[src/rtl/irq_gateway_pkg.sv]
// Shared types for the interrupt gateway.
// Source state encoding and the claim-id width helper.
package irq_gateway_pkg;

    typedef enum logic [1:0] {
        IDLE       = 2'd0,
        PENDING    = 2'd1,
        IN_SERVICE = 2'd2
    } src_state_e;

    // Claim ids run 1..WIDTH with 0 reserved for "none".
    function automatic int idw_of(input int width);
        return $clog2(width + 1);
    endfunction

endpackage

[src/rtl/irq_gateway_source.sv]
// One interrupt source: IDLE -> PENDING -> IN_SERVICE -> IDLE.
// Pending is latched; a source in service ignores its line and enable.
module irq_gateway_source
    import irq_gateway_pkg::*;
(
    input  logic clock,
    input  logic reset,
    input  logic line,
    input  logic en,
    input  logic grant,
    input  logic complete,
    output logic pending,
    output logic in_service
);

    src_state_e state_q;
    src_state_e state_d;

    // A grant beats a same-cycle disable so the claim response stays true.
    always_comb begin
        state_d = state_q;
        unique case (state_q)
            IDLE: begin
                if (line && en) state_d = PENDING;
            end
            PENDING: begin
                if (grant) state_d = IN_SERVICE;
                else if (!en) state_d = IDLE;
            end
            IN_SERVICE: begin
                if (complete) state_d = IDLE;
            end
            default: state_d = IDLE;
        endcase
    end

    always_ff @(posedge clock) begin
        if (reset) state_q <= IDLE;
        else       state_q <= state_d;
    end

    assign pending    = (state_q == PENDING);
    assign in_service = (state_q == IN_SERVICE);

endmodule

[src/rtl/irq_gateway.sv]
// Interrupt gateway: per-source FSMs, fixed-priority claim arbiter,
// registered irq, claim response and a wrapping claim counter.
module irq_gateway
    import irq_gateway_pkg::*;
#(
    parameter  int ID    = 0,
    parameter  int WIDTH = 1,
    localparam int IDW   = idw_of(WIDTH)
) (
    input  logic             clock,
    input  logic             reset,
    input  logic [WIDTH-1:0] interrupts,
    input  logic [WIDTH-1:0] enable,
    output logic             irq,
    input  logic             claim_req,
    output logic             claim_valid,
    output logic [IDW-1:0]   claim_id,
    input  logic             complete_valid,
    input  logic [IDW-1:0]   complete_id,
    output logic [WIDTH-1:0] pending,
    output logic [WIDTH-1:0] in_service,
    output logic [15:0]      claim_count
);

    if (WIDTH < 1 || WIDTH > 31 || ID < 0) begin : g_bad_param
        $error("irq_gateway: illegal WIDTH or ID");
    end

    logic [WIDTH-1:0] pend;
    logic [WIDTH-1:0] insvc;
    logic [WIDTH-1:0] grant;
    logic [WIDTH-1:0] done;
    logic [IDW-1:0]   win_id;

    logic             irq_q, irq_d;
    logic             claim_valid_q, claim_valid_d;
    logic [IDW-1:0]   claim_id_q, claim_id_d;
    logic [15:0]      claim_count_q, claim_count_d;

    for (genvar i = 0; i < WIDTH; i++) begin : g_src
        irq_gateway_source u_src (
            .clock      (clock),
            .reset      (reset),
            .line       (interrupts[i]),
            .en         (enable[i]),
            .grant      (grant[i]),
            .complete   (done[i]),
            .pending    (pend[i]),
            .in_service (insvc[i])
        );
        assign done[i] = complete_valid &&
                         (complete_id == IDW'(i + 1));
    end

    // Scan high to low so the lowest pending index is the last to win.
    always_comb begin
        grant  = '0;
        win_id = '0;
        if (claim_req) begin
            for (int i = WIDTH - 1; i >= 0; i--) begin
                if (pend[i]) begin
                    grant    = '0;
                    grant[i] = 1'b1;
                    win_id   = IDW'(i + 1);
                end
            end
        end
    end

    always_comb begin
        irq_d         = |(pend & enable);
        claim_valid_d = claim_req;
        claim_id_d    = win_id;
        claim_count_d = claim_count_q + 16'(win_id != '0);
    end

    always_ff @(posedge clock) begin
        if (reset) begin
            irq_q         <= 1'b0;
            claim_valid_q <= 1'b0;
            claim_id_q    <= '0;
            claim_count_q <= '0;
        end else begin
            irq_q         <= irq_d;
            claim_valid_q <= claim_valid_d;
            claim_id_q    <= claim_id_d;
            claim_count_q <= claim_count_d;
        end
    end

    assign irq         = irq_q;
    assign claim_valid = claim_valid_q;
    assign claim_id    = claim_id_q;
    assign claim_count = claim_count_q;
    assign pending     = pend;
    assign in_service  = insvc;

endmodule

[config.mk]
export PLATFORM = sky130hd
export DESIGN_NAME = irq_gateway
export DESIGN_NICKNAME = d
export VERILOG_FILES = /design/src/rtl/irq_gateway_pkg.sv /design/src/rtl/irq_gateway_source.sv /design/src/rtl/irq_gateway.sv
export SDC_FILE = /design/constraint.sdc
export NUM_CORES = 1
export LEC_CHECK = 0
export CORE_MARGIN = 1
export CORE_UTILIZATION = 30
export DETAILED_ROUTE_END_ITERATION = 16
export DONT_BUFFER_PORTS = 1
export HOLD_SLACK_MARGIN = 0.05
export SETUP_SLACK_MARGIN = 0.15
export SYNTH_ARGS = -nofsm -noshare
export SYNTH_HDL_FRONTEND = slang
export SYNTH_SLANG_ARGS = --single-unit
[constraint.sdc]
create_clock -name clock -period 2.6 [get_ports clock]
set_input_delay 0.26 -clock clock [delete_from_list [all_inputs] [get_ports clock]]
set_output_delay 0.26 -clock clock [all_outputs]
set_load 0.05 [all_outputs]
* Yosys cells after proc, flatten, opt, wreduce, memory -nomap -nowiden
Index checks and enable logic that the tools add are counted.
Word-level totals: output and inout port bits 21, input bits 7, register bits 21, logic and storage cells 23
Cells by class: bitwise gates (word level) 1, $add $sub $neg 1, reductions and logical operators 4, muxes and demuxes 7, eq/ne operators 5
Operator list (number):
- 16-bit by 1-bit adder with 16-bit output | 1
- 2-bit 2-to-1 mux | 4
- 2-bit case mux with 3 select lines | 1
- 2-bit by 1-bit inequality test with 1-bit output (second input constant) | 2
- 3-bit by 2-bit inequality test with 1-bit output (second input constant) | 1
- 3-bit AND reduction | 1
- 2-bit by 1-bit equality test with 1-bit output (second input constant) | 1
- 2-bit equality test (second input constant) | 1
- 1-bit logical AND | 2
- 2-bit zero test | 1
- 1-bit 2-to-1 mux | 2
- 1-bit AND | 1

* Logic depth before layout (Yosys ltp)
Gate-level depths: netlist of the first run.
word-level depth 5, depth in mapped cells 9, depth with buffers taken out 7

* Hierarchy
Synthesis of the first run repeated with hierarchy kept, for this count alone.
Second synthesis, totals: cells, all modules 101, area total of the unflattened synthesis 952.2 µm²
Modules (own cells, without submodules):
- irq_gateway | area each 839.6 µm², cells each 90, seq. area each 380.4 µm², times used 1
- irq_gateway_source | area each 112.6 µm², cells each 11, seq. area each 40.0 µm², times used 1

* Least setup slack after synthesis of the first run
No wires, ideal clock.
path kind register to register, start point register claim_count_q[0] (netlist: claim_count[0]), end point register claim_count_q[14] (netlist: claim_count[14]), cell stages (with the launch flop) 8, library setup time 0.071 ns, data required time 2.529 ns, period minus slack after synthesis 1.895 ns, slack 0.705 ns, buffers on the path 1, arrival time 1.824 ns, cells stage by stage dfxtp_1 > and2_1 > ha_1 > and2_1 > clkbuf_1 > nand2_1 > or3_1 > a21oi_1
Between the ends: word-level cells in the longest chain between the ends 1
RTL lines:
- start: declaration | RTL line irq_gateway.sv:38 | logic [15:0] claim_count_q, claim_count_d;
- start signal: assignment | RTL line irq_gateway.sv:87 | claim_count_q <= claim_count_d;
- 16-bit by 1-bit adder with 16-bit output | RTL line irq_gateway.sv:74 | claim_count_d = claim_count_q + 16'(win_id != '0);
Every way passes these cells. A chain may end at the register's enable or synchronous reset.

* Worst setup path in the final report of the first run
start point register g_src[0].u_src.state_q[0], end point register claim_count_q[14] (netlist: claim_count[14])
Between the ends: word-level cells in the longest chain between the ends 4
RTL lines:
- start: declaration | RTL line irq_gateway_source.sv:16 | src_state_e state_q;
- start signal: assignment | RTL line irq_gateway_source.sv:39 | else state_q <= state_d;
- 2-bit by 1-bit equality test with 1-bit output | RTL line irq_gateway_source.sv:42 | assign pending = (state_q == PENDING);
- 1-bit 2-to-1 mux | RTL line irq_gateway.sv:61 | if (pend[i]) begin
- 1-bit 2-to-1 mux | RTL line irq_gateway.sv:59 | if (claim_req) begin
- 16-bit by 1-bit adder with 16-bit output | RTL line irq_gateway.sv:74
Every way passes these cells.

==> flow_summary.yaml, run 1 <==
setup_path:
  cpMaxStageDelayCell: "dfxtp_1"
  endpoint_kind: "flop"
  crit_path_end: "claim_count[14]"
  startpoint: "g_src[0].u_src.state_q[0]"
  worstReg2RegEnd: "claim_count[14]"
  crit_path_max_fanout: 8
  crit_buf_inv: 0
  worstPathArrival_ns: 2.21
  slowest_delay_ns: 0.39
  critPathKind: "flop to flop"
  crit_top_cell: "and2_1"
  r2r_slack_ns: 0.62
  r2r_start: "g_src[0].u_src.state_q[0]"
  worstPathRequired_ns: 2.83
  cp-start-kind: "flop"
  critPathTopFamily: "simple AND/OR/NAND/NOR gates"
  crit_chain: "and3b_1 > and2_1 > ha_1 > and2_1 > nand2_1 > or3_1 > a21oi_1"
  reg2regPathDepth: 7
  critical_path_depth: 7
routing:
  drt_iter0_markers: 12
  drt-wirelength-per-cell_um: 12.57
  ant_nets: 0
  avgViaCountPerCell: 4.993
  dr.pass1.iters: 4
  drc: 0
  vias: 704
  totalWireLength_um: 1773
synth:
  netlist_top_cells_count: "dfxtp_1 (21), nor2_1 (12), nand2_1 (8), xor2_1 (8)"
  synth_seq_area_share: 0.4732
  yosys_most_used_dff: "dfxtp_1"
  synthTopCellsByArea: "dfxtp_1 (47%), xor2_1 (7.9%), nor2_1 (5.1%)"
  synth_nets: 107
  syn-instance-count: 98
  synth_area_leader_cell: "dfxtp_1"
  synth_cell_types: 28
  yosysMostFrequentCell: "dfxtp_1"
  synth_area_um2: 888.4
  syn_area_per_cell_um2: 9.065
  synth_top_area_share: 0.4732
  async_flop_share: 0
  synth_warnings: 0
  ys_ff_latch: 21
  synth_edf_count: 0
cells_and_area:
  drive_gt1_frac: 0.1818
  syn_to_final_growth_pct: 16.34
  antenna_cells: 0
  fillers: 276
  final_cells: 141
  layout.nets: 120
  seqCellArea_um2: 420.4
  multi_input_area_um2: 442.9
sta:
  slew_viol_final: 0
  fin_crit_ns: 1.980
  fin_skew_ns: 0.003036
  period_share: 0.7615
  setup_ws_ns: 0.6201
  setup_tns_ns: 0
  rsz0062_at_grt: "no"
  worst_pin_slew_ns: 0.6840
  slew_headroom: 0.5425
  max_freq_mhz: 505.1
  hold_viol_final: 0
  finalSetupViolations: 0
global_routing:
  grt_start_max_net_pins: 21
  antenna_found_initial: 0
  grt-ovfl-total: 0
  grt_pass1_vias: 693
  grtUsageTotal: 0.1219
  grt_pass1_wl_um: 3063
pwr:
  vdd_drop_max_uv: 182.0
  p_leak_nw: 0.4086
  powerDensity_nw_per_um2: 489.8
  finalPower_uw: 506.2
placement:
  io_buffers: 0
  dp_slack_ns: 0.6720
  detailed_place_hpwl_um: 1341
  dp.cells: 136
  routabilityCongestion: 0.7277
floorplan:
  start_util: 0.3194
  core_area_um2: 2781
  row_count: 19
  floorplan.die_area_um2: 3183
  io_pins: 28
  die_x_um: 56.42
  fp.dieH_um: 56.42
clocking:
  clk_pin_slew_worst_paths_ns: 0.11
  htreeDepth: 1
  clk_root_buffer_cell: "clkbuf_4"
  cts.sinks: 21
  cts_max_path_buffers: 2
  ctsResizeCount: 0
  clkLatencyLatePin_ns: 0.30
  cts_tree: "yes"
  cts_buffers: 3
min_path:
  hold_path_class: "input pin to flop"
  hold_depth: 2
outcome:
  run_status: "finished, final reports clean"
run:
  max_cap_viol_count: 0
[kinds of logic (layout without fill, tap and decap cells)]
logic type      Yosys count  after routing  synth area share
buf+inv                   6             18           0.02816
compound gates            9              9           0.05351
mux                       1              1           0.01127
fa+ha+maj                 2              2           0.02816
simple gates             49             49            0.3071
xor+xnor                 10             10           0.09860
flops                    21             21            0.4732
[per-layer routing]
layer	share of wire	up-vias	track usage
li1	-	360	-
met1	0.40	329	0.1311
met2	0.53	13	0.2160
met3	0.058	2	0.03456
met4	0.011	0	0.06272
met5	0	-	0
[state kept, by name (all words and copies together) (netlist names)]
name / cells
irq: 1
claim_count: 16
claim_valid: 1
claim_id: 1
g_src.u_src.state_q: 2
[how the worst min path moves through the flow]
| stage | from | endpoint | slack (ns) |
|---|---|---|---|
| 2_1_floorplan | claim_req | claim_valid | 0.39 |
| 3_3_place_gp | reset | claim_valid | 0.33 |
| 3_5_place_dp | reset | claim_valid | 0.33 |
| 4_1_cts | claim_req | claim_valid | 0.08 |
| 5_1_grt | claim_req | claim_valid | 0.1 |
| 6_report | claim_req | claim_valid | 0.09 |
[report_power, final]
part / switching [mW] / internal, mW / leakage (nW)
sequential: 0.00695 / 0.325 / 0.170
combinational: 0.0154 / 0.00747 / 0.221
clock: 0.0942 / 0.0573 / 0.0177
total: 0.117 / 0.390 / 0.409
[repair_timing]
| item | CTS | global route |
|---|---|---|
| hold buffers | 1 | 0 |
| hold endpoints to repair | 20 | 0 |
| setup buffers | 0 | 0 |
[cell usage in the layout, fill, tap and decap left out]
cell           instances
a21oi_1                5
o31ai_1                1
or3_1                  3
nor4b_1                1
nand3_2                1
and4_4                 1
ha_1                   2
or4_1                  1
nand2_1                8
xnor2_1                2
or2_2                  1
clkbuf_4               3
o21ai_0                3
xor2_1                 8
and3_1                 1
inv_1                  1
and4_1                 1
mux2i_1                1
nor2_1                12
and2_1                 2
nor2b_1                5
nand4_1                4
clkinv_2               1
buf_4                 12
nor4_1                 1
dfxtp_1               21
nand3_1                4
dlygate4sd3_1          1
and3b_1                2
and3_2                 1
[area by class of cell]
class                           count  area share
Timing Repair Buffer               13     0.09685
Sequential cell                    21      0.4068
Inverter                            1    0.003632
Multi-Input combinational cell     71      0.4286
Tap cell                           31     0.03753
Clock buffer                        3     0.02179
Clock inverter                      1    0.004843
[through the flow]
step             util  hold slack (ns)  area (um^2)
3_3_place_gp   0.3581           0.3299        996.0
2_1_floorplan       -           0.3940        888.4
6_report       0.3716          0.08686         1033
3_5_place_dp   0.3581           0.3300        996.0
4_1_cts        0.3716          0.07967         1033
5_1_grt        0.3716          0.09809         1033
No activity file was read; power rests on OpenSTA's default activity.
==> run 2, diff against run 1 <==
Clock period 2.6 ns to 2.1 ns, I/O delays scaled along.
==> flow_summary.yaml, run 2 (same netlist as run 1, synthesis figures left out) <==
routing:
  drt_iter0_markers: 12
  drt-wirelength-per-cell_um: 12.98
  vias: 733
  dr.pass1.iters: 4
  avgViaCountPerCell: 5.021
  drc: 0
  ant_nets: 0
  totalWireLength_um: 1895
setup_path:
  r2r_start: "g_src[0].u_src.state_q[0]"
  endpoint_kind: "flop"
  startpoint: "g_src[0].u_src.state_q[0]"
  reg2regPathDepth: 6
  crit_path_end: "claim_count[13]"
  r2r_slack_ns: 0.25
  worstPathRequired_ns: 2.34
  worstPathArrival_ns: 2.09
  critPathKind: "flop to flop"
  worstReg2RegEnd: "claim_count[13]"
  cp-start-kind: "flop"
  crit_path_max_fanout: 5
sta:
  setup_tns_ns: 0
  fin_skew_ns: 0.01023
  finalSetupViolations: 0
  slew_headroom: 0.5121
  rsz0062_at_grt: "no"
  hold_viol_final: 0
  max_freq_mhz: 539.8
  fin_crit_ns: 1.852
  period_share: 0.8821
  slew_viol_final: 0
  worst_pin_slew_ns: 0.7295
cells_and_area:
  drive_gt1_frac: 0.2087
  layout.cells.most_common_list: "dfxtp_1 (21), buf_4 (16), nor2_1 (12), xor2_1 (8), nand2_1 (8)"
  syn_to_final_growth_pct: 20.85
  final_core_util: 0.3860
  final_common_cell: "dfxtp_1"
  largest_register_ffs: 16
  layout.nets: 125
  antenna_cells: 0
floorplan:
  floorplan.die_area_um2: 3183
  start_util: 0.3194
  core_area_um2: 2781
  row_count: 19
  fp.dieH_um: 56.42
  die_x_um: 56.42
  io_pins: 28
min_path:
  hold_path_class: "input pin to flop"
  hp-start: "enable"
  hold_depth: 1
placement:
  io_buffers: 0
  routabilityCongestion: 0.8047
  detailed_place_hpwl_um: 1396
global_routing:
  grtUsageTotal: 0.1277
  antenna_found_initial: 0
  grt-ovfl-total: 0
  grt_start_max_net_pins: 21
  grt_pass1_wl_um: 3180
  grt_pass1_vias: 758
run:
  max_cap_viol_count: 0
clocking:
  cts_buffers: 3
  clk_root_buffer_cell: "clkbuf_4"
  cts_tree: "yes"
  clkLatencyLatePin_ns: 0.31
  cts_setup_buffers: 0
  cts_max_path_buffers: 2
  cts.sinks: 21
  htreeDepth: 1
  clk_pin_slew_worst_paths_ns: 0.12
pwr:
  p_leak_nw: 0.4326
  vdd_drop_max_uv: 274.3
  powerDensity_nw_per_um2: 591.8
outcome:
  run_status: "finished, final reports clean"
[run 2: worst min-delay path by stage]
stage	slack [ns]	endpoint
after floorplan	0.34	claim_valid
after global placement	0.28	claim_valid
after detailed placement	0.28	claim_valid
after CTS	0.07	g_src[0].u_src.state_q[0]
after global routing	0.05	irq
final	0.07	g_src[0].u_src.state_q[0]
[run 2: area by class of cell]
type	count	area [um^2]
fill	278	1708
multi-input combinational	71	444.2
sequential	21	420.4
timing repair buffer	18	140.1
tap	31	38.79
clock buffer	4	26.28
inverter	1	3.754
[run 2: stage by stage]
stage	cell area [um^2]	hold WS [ns]	std cells	setup slack [ns]	total power, mW
3_3_place_gp	1026	0.2802	140	0.3200	0.4419
5_1_grt	1074	0.05378	146	0.1527	0.6583
3_5_place_dp	1026	0.2796	140	0.2679	0.4423
6_report	1074	0.06944	146	0.2476	0.6353
4_1_cts	1072	0.06591	146	0.2333	0.6424
2_1_floorplan	888.4	0.3440	98	0.2053	0.4409
[run 2: metal layers]
metal / track usage / vias up / wire (um)
met5: 0 / - / 0
met4: 0.07317 / 0 / 41
met3: 0.03917 / 5 / 129
met2: 0.2228 / 15 / 951
met1: 0.1353 / 343 / 772
li1: - / 370 / -
[run 2: power breakdown]
part           internal, mW  switching, mW
Sequential            0.402        0.00847
Clock                0.0742          0.120
Combinational        0.0110         0.0197
Total                 0.487          0.148
[run 2: worst max-delay path, cell delays in order (launching register included)]
cell and delay [ns]:
dfxtp_1 0.39, and3b_1 0.26, ha_1 0.18, nand3_1 0.09, or2_2 0.32, or4_1 0.40, a21oi_1 0.15
[run 2: timing repair]
action,CTS,global route
hold endpoints to repair,20,0
setup endpoints to repair,0,2
resized for setup,0,1
hold buffers,2,0
